--- config.mk ---
export PLATFORM = sky130hd
export DESIGN_NAME = vga_timing_gen
export DESIGN_NICKNAME = d
export VERILOG_FILES = /design/src/rtl/vga_timing_gen.sv
export SDC_FILE = /design/constraint.sdc
export NUM_CORES = 1
export LEC_CHECK = 0
export ABC_AREA = 1
export CAP_MARGIN = 30
export CORE_MARGIN = 4
export CORE_UTILIZATION = 38
export CTS_CLUSTER_DIAMETER = 40
export CTS_CLUSTER_SIZE = 25
export DETAILED_ROUTE_END_ITERATION = 10
export GPL_TIMING_DRIVEN = 1
export SLEW_MARGIN = 20
export SYNTH_ARGS = -nofsm -noshare
export SYNTH_HDL_FRONTEND = slang
export SYNTH_SLANG_ARGS = --single-unit
--- constraint.sdc ---
create_clock -name clk -period 2.2 [get_ports clk]
set_clock_uncertainty 0.05 [all_clocks]
set_input_delay 0.44 -clock clk [delete_from_list [all_inputs] [get_ports clk]]
set_output_delay 0.44 -clock clk [all_outputs]
set_load 0.05 [all_outputs]
--- src/rtl/vga_timing_gen.sv ---
// VGA raster timing generator: divides the system clock down to the pixel rate and
// produces registered pixel coordinates, active-video flag, sync pulses and strobes.
module vga_timing_gen #(
    parameter int unsigned CLK_DIV   = 4,
    parameter int unsigned H_VISIBLE = 640,
    parameter int unsigned H_FRONT   = 16,
    parameter int unsigned H_SYNC    = 96,
    parameter int unsigned H_BACK    = 48,
    parameter int unsigned V_VISIBLE = 480,
    parameter int unsigned V_FRONT   = 10,
    parameter int unsigned V_SYNC    = 2,
    parameter int unsigned V_BACK    = 33
) (
    input  logic       clk,
    input  logic       rst_n,
    output logic [9:0] h_cnt,
    output logic [9:0] v_cnt,
    output logic       valid,
    output logic       hsync,
    output logic       vsync,
    output logic       pixel_tick,
    output logic       line_start,
    output logic       frame_start
);

    localparam int unsigned H_TOTAL = H_VISIBLE + H_FRONT + H_SYNC + H_BACK;
    localparam int unsigned V_TOTAL = V_VISIBLE + V_FRONT + V_SYNC + V_BACK;
    localparam int unsigned DIV_W   = (CLK_DIV > 1) ? $clog2(CLK_DIV) : 1;

    localparam logic [DIV_W-1:0] DIV_LAST = DIV_W'(CLK_DIV - 1);
    localparam logic [9:0] H_LAST   = 10'(H_TOTAL - 1);
    localparam logic [9:0] V_LAST   = 10'(V_TOTAL - 1);
    localparam logic [9:0] H_VIS    = 10'(H_VISIBLE);
    localparam logic [9:0] V_VIS    = 10'(V_VISIBLE);
    localparam logic [9:0] HS_START = 10'(H_VISIBLE + H_FRONT);
    localparam logic [9:0] HS_END   = 10'(H_VISIBLE + H_FRONT + H_SYNC);
    localparam logic [9:0] VS_START = 10'(V_VISIBLE + V_FRONT);
    localparam logic [9:0] VS_END   = 10'(V_VISIBLE + V_FRONT + V_SYNC);

    logic [DIV_W-1:0] div_q, div_d;
    logic [9:0]       h_q, h_d, v_q, v_d;
    logic [9:0]       h_nxt, v_nxt;
    logic             valid_q, valid_d;
    logic             hsync_q, hsync_d;
    logic             vsync_q, vsync_d;
    logic             tick_q, tick_d;
    logic             line_q, line_d;
    logic             frame_q, frame_d;
    logic             advance;

    always_comb begin
        advance = (div_q == DIV_LAST);
        h_nxt   = (h_q == H_LAST) ? '0 : h_q + 10'd1;
        v_nxt   = v_q;
        if (h_q == H_LAST) begin
            v_nxt = (v_q == V_LAST) ? '0 : v_q + 10'd1;
        end

        div_d   = div_q + DIV_W'(1);
        h_d     = h_q;
        v_d     = v_q;
        valid_d = valid_q;
        hsync_d = hsync_q;
        vsync_d = vsync_q;

        // Decode from the next-state counters so flags line up with the coordinates they accompany.
        if (advance) begin
            div_d   = '0;
            h_d     = h_nxt;
            v_d     = v_nxt;
            valid_d = (h_nxt < H_VIS) && (v_nxt < V_VIS);
            hsync_d = !((h_nxt >= HS_START) && (h_nxt < HS_END));
            vsync_d = !((v_nxt >= VS_START) && (v_nxt < VS_END));
        end

        tick_d  = advance;
        line_d  = advance && (h_nxt == '0);
        frame_d = line_d && (v_nxt == '0);
    end

    always_ff @(posedge clk or negedge rst_n) begin
        if (!rst_n) begin
            div_q   <= '0;
            h_q     <= H_LAST;
            v_q     <= V_LAST;
            valid_q <= 1'b0;
            hsync_q <= 1'b1;
            vsync_q <= 1'b1;
            tick_q  <= 1'b0;
            line_q  <= 1'b0;
            frame_q <= 1'b0;
        end else begin
            div_q   <= div_d;
            h_q     <= h_d;
            v_q     <= v_d;
            valid_q <= valid_d;
            hsync_q <= hsync_d;
            vsync_q <= vsync_d;
            tick_q  <= tick_d;
            line_q  <= line_d;
            frame_q <= frame_d;
        end
    end

    assign h_cnt       = h_q;
    assign v_cnt       = v_q;
    assign valid       = valid_q;
    assign hsync       = hsync_q;
    assign vsync       = vsync_q;
    assign pixel_tick  = tick_q;
    assign line_start  = line_q;
    assign frame_start = frame_q;

endmodule

==> impl_results.md, run 1 <==
- Status: completed
- Vias per inst: 4.81
- Hold crit path type: flop to flop
- Placed Cells: 333
- Final instance area: 2250 µm²
- Syn nets: 261
- DRC: 0
- Number of buffers created by CTS: 3
- VDD IR-drop max: 0.181 mV
- Drt first pass iters: 4
- Detailed Route Iter0 Violations: 59
- Post-synth cell types: 28
- Reg2reg end: vsync
- IO Pins: 28
- Total grt overflow: 0
- Seq/Total Area, Yosys: 39.1%
- GR Layer Usage met3: 1.74%
- Worst Hold Launch: div_q[0]
- Fill cells: 450
- Max_cap viols: 0
- Pins Over Slew Limit: 0
- Num rows: 24
- Unrepaired setup endpoints after global routing: yes
- Layout area overhead: 22.8%
- CP Class: flop to primary output
- Multi-input gate area: 980 µm²
- Pre-CTS WS: 132 ps
- Routed wire length: 4390 µm
- Relative slew slack: 65.8%
- CTS tree: yes
- Longest Clk Path Bufs: 2
- Netlist Area Pre-Place: 1830 µm²
- FMAX: 463 MHz
- Wire length per cell: 13.0 µm
- Placement Cell Area: 2160 µm²
- DP HPWL: 3350 µm
- Synthesized instance count: 254
- Worst Hold End: div_q[0]
- Storage cell area: 716 µm²
- Yosys synthesis warning count: 0
- GP Congestion: 0.887
- CORE AREA: 4500 µm²
- Antenna violations before repair: 0
- Clock root buffer master: clkbuf_8
- Hold path cells: 1
- Met1 GRT Util: 22.1%
- CP required: 1710 ps
- Max incr delay on CP: 870 ps
- Layout cells sized above 1: 18.8%
- ANT cells: 0
- Final hold slack: 389 ps
- Final setup violation count: 0
- H-tree depth: 1
- Post-synth top area cell: dfrtp_1
- Postcts setup bufs: 0
- Final Hold Fails: 0
- CP top delay family: buffers and inverters
- Die Width: 77.4 µm
- R2r startpoint: h_cnt[1]
- IO Port Bufs: 27
- R2R setup slack: 170 ps
- PD cells: 417 nW/µm²
- Crit path max-delay cell type: clkdlybuf4s50_1
- Worst Tran Pin Value: 511 ps
- Vias: 1629
- Layout Cells excl Fill: 339
- Leak Pwr: 0.00107 µW
- Fin crit share: 98.1%
- Largest net degree at the start of global routing: 29
- CP Launch Type: flop
- Worst R2R Path Depth: 11
- Synthesized area per cell: 7.21 µm²
- Gr busiest metal: met2
- Critical-path cell list: clkdlybuf4s50_1
- Clock sinks: 28
- Antenna Nets Post-Route: 0
- Worst setup path startpoint: v_cnt[4]
- WP data arrival: 1670 ps
- Nets@finish: 295
- Die height: 77.4 µm
- Vias in the first global route: 1517
- Crit. End Element: primary output
- Gr usage total: 15.0%
- Die footprint: 6000 µm²
- Crit Path Max Fanout: 8
- Top area cells in the synthesized netlist: dfrtp_1, nand2_1, dfstp_2
- Grt met2 use: 23.3%
- Final min period: 2160 ps
- First-pass GRT wire length: 7330 µm
- Final worst slack: 41.4 ps
- Number of synthesized register bits: 28
- Buf+Inv Stages, Crit Path: 1
- Initial Util: 40.7%
- Clock network latency to the later pin of the worst-skew pair: 280 ps
- Hold buffer count at CTS: 0
- Post-CTS Resized: 0
- Synth top area share: 21.9%
- CTS clk-pin slew, worst paths: 100 ps
cell usage in the layout, fill, tap and decap left out, types with 2 or more instances in the layout:
cell	instances
clkdlybuf4s50_1	17
nor2_2	3
xor2_1	3
inv_1	27
nand3_2	4
nand2_1	85
ha_1	5
nor2_1	27
dfrtp_1	16
nand3_1	15
nand2_2	2
inv_2	2
nor2_4	3
buf_4	18
o21ai_0	20
clkbuf_8	3
dfstp_2	12
o21a_1	3
nand4_1	8
nand2_4	3
a21oi_1	2
stage by stage:
step	setup TNS (ps)	power, µW	utilization (%)
4_1_cts	0	964	49.6
5_1_grt	-2.77	978	49.9
3_3_place_gp	0	538	48.0
3_5_place_dp	0	538	48.0
6_report	0	939	49.9
2_1_floorplan	0	525	-
worst register-to-register path, stage by stage (launching register included):
cell,delay [ps]
dfstp_2,570
ha_1,200
nand3_2,140
inv_2,110
nand2_4,70
nor2_8,170
nand2_4,70
xor2_1,150
nor2_1,100
nand2_1,100
nor2_1,180
nor2_1,60
flip-flops by register name, indices dropped and copies added (netlist names):
register,flops
hsync,1
frame_start,1
h_cnt,10
pixel_tick,1
line_start,1
div_q,2
valid,1
vsync,1
v_cnt,10
how the worst max path moves through the flow:
stage | endpoint | slack (ps) | cells after the start
after floorplan | valid | 130 | 11
after global placement | vsync | 150 | 11
after detailed placement | vsync | 130 | 11
after CTS | v_cnt[4] | 30 | 1
after global routing | vsync | -3 | 13
final | v_cnt[4] | 40 | 1
cell usage after synthesis:
cell       n
nand2_1   85
inv_1     27
nor2_1    27
o21ai_0   20
dfrtp_1   16
nand3_1   15
dfstp_2   12
nand4_1    8
clkbuf_1   5
ha_1       5
nand3_2    4
nand2_4    3
nor2_2     3
nor2_4     3
o21a_1     3
xor2_1     3
a21oi_1    2
inv_2      2
nand2_2    2
and3_4     1
clkbuf_2   1
clkinv_1   1
nand3b_1   1
nor2_8     1
nor3_1     1
o21ai_1    1
xnor2_1    1
xor2_2     1
cell families (layout without fill, tap and decap cells):
kind of cell             after synthesis  in the layout  synth area share, %
buffers and inverters                 36             69                 7.45
flip-flops                            28             28                 39.1
AO/OA/AOI/OAI                         26             26                 7.51
XOR/XNOR                               5              5                 2.80
AND/OR/NAND/NOR                      154            154                 39.8
adder cells (fa/ha/maj)                5              5                 3.42
per-layer routing:
layer / up-vias / wire length, µm
li1: 866 / -
met1: 732 / 2310
met2: 27 / 1910
met3: 4 / 123
met4: 0 / 48
met5: - / 0
cell type report:
type | instances | share of cell area [%]
inverter | 30 | 5.01
clock inverter | 1 | 1.33
sequential | 28 | 31.8
tap | 52 | 2.89
multi-input combinational | 190 | 43.5
clock buffer | 3 | 1.84
timing repair buffer | 35 | 13.6
report_power, final:
group	leakage [µW]	internal [µW]	total (µW)	switching [µW]
clock network	0.0000357	244	411	167
registers	0.000339	516	516	0
logic	0.000692	2.71	12.5	9.83
total	0.00107	762	939	177
No activity file was read; power rests on OpenSTA's default activity.
==> run 2, diff against run 1 <==
--- a/config.mk
+++ b/config.mk
@@ -13,7 +13,6 @@
 export CTS_CLUSTER_SIZE = 25
 export DETAILED_ROUTE_END_ITERATION = 10
 export GPL_TIMING_DRIVEN = 1
-export SLEW_MARGIN = 20
 export SYNTH_ARGS = -nofsm -noshare
 export SYNTH_HDL_FRONTEND = slang
 export SYNTH_SLANG_ARGS = --single-unit
==> results of run 2 <==
Same layout as run 1: the final DEF is identical, and so are final timing and power.
==> run 3, diff against run 2 <==
--- a/config.mk
+++ b/config.mk
@@ -13,6 +13,7 @@
 export CTS_CLUSTER_SIZE = 25
 export DETAILED_ROUTE_END_ITERATION = 10
 export GPL_TIMING_DRIVEN = 1
+export SLEW_MARGIN = 25
 export SYNTH_ARGS = -nofsm -noshare
 export SYNTH_HDL_FRONTEND = slang
 export SYNTH_SLANG_ARGS = --single-unit
==> results of run 3 <==
Same layout as run 1: the final DEF is identical, and so are final timing and power.
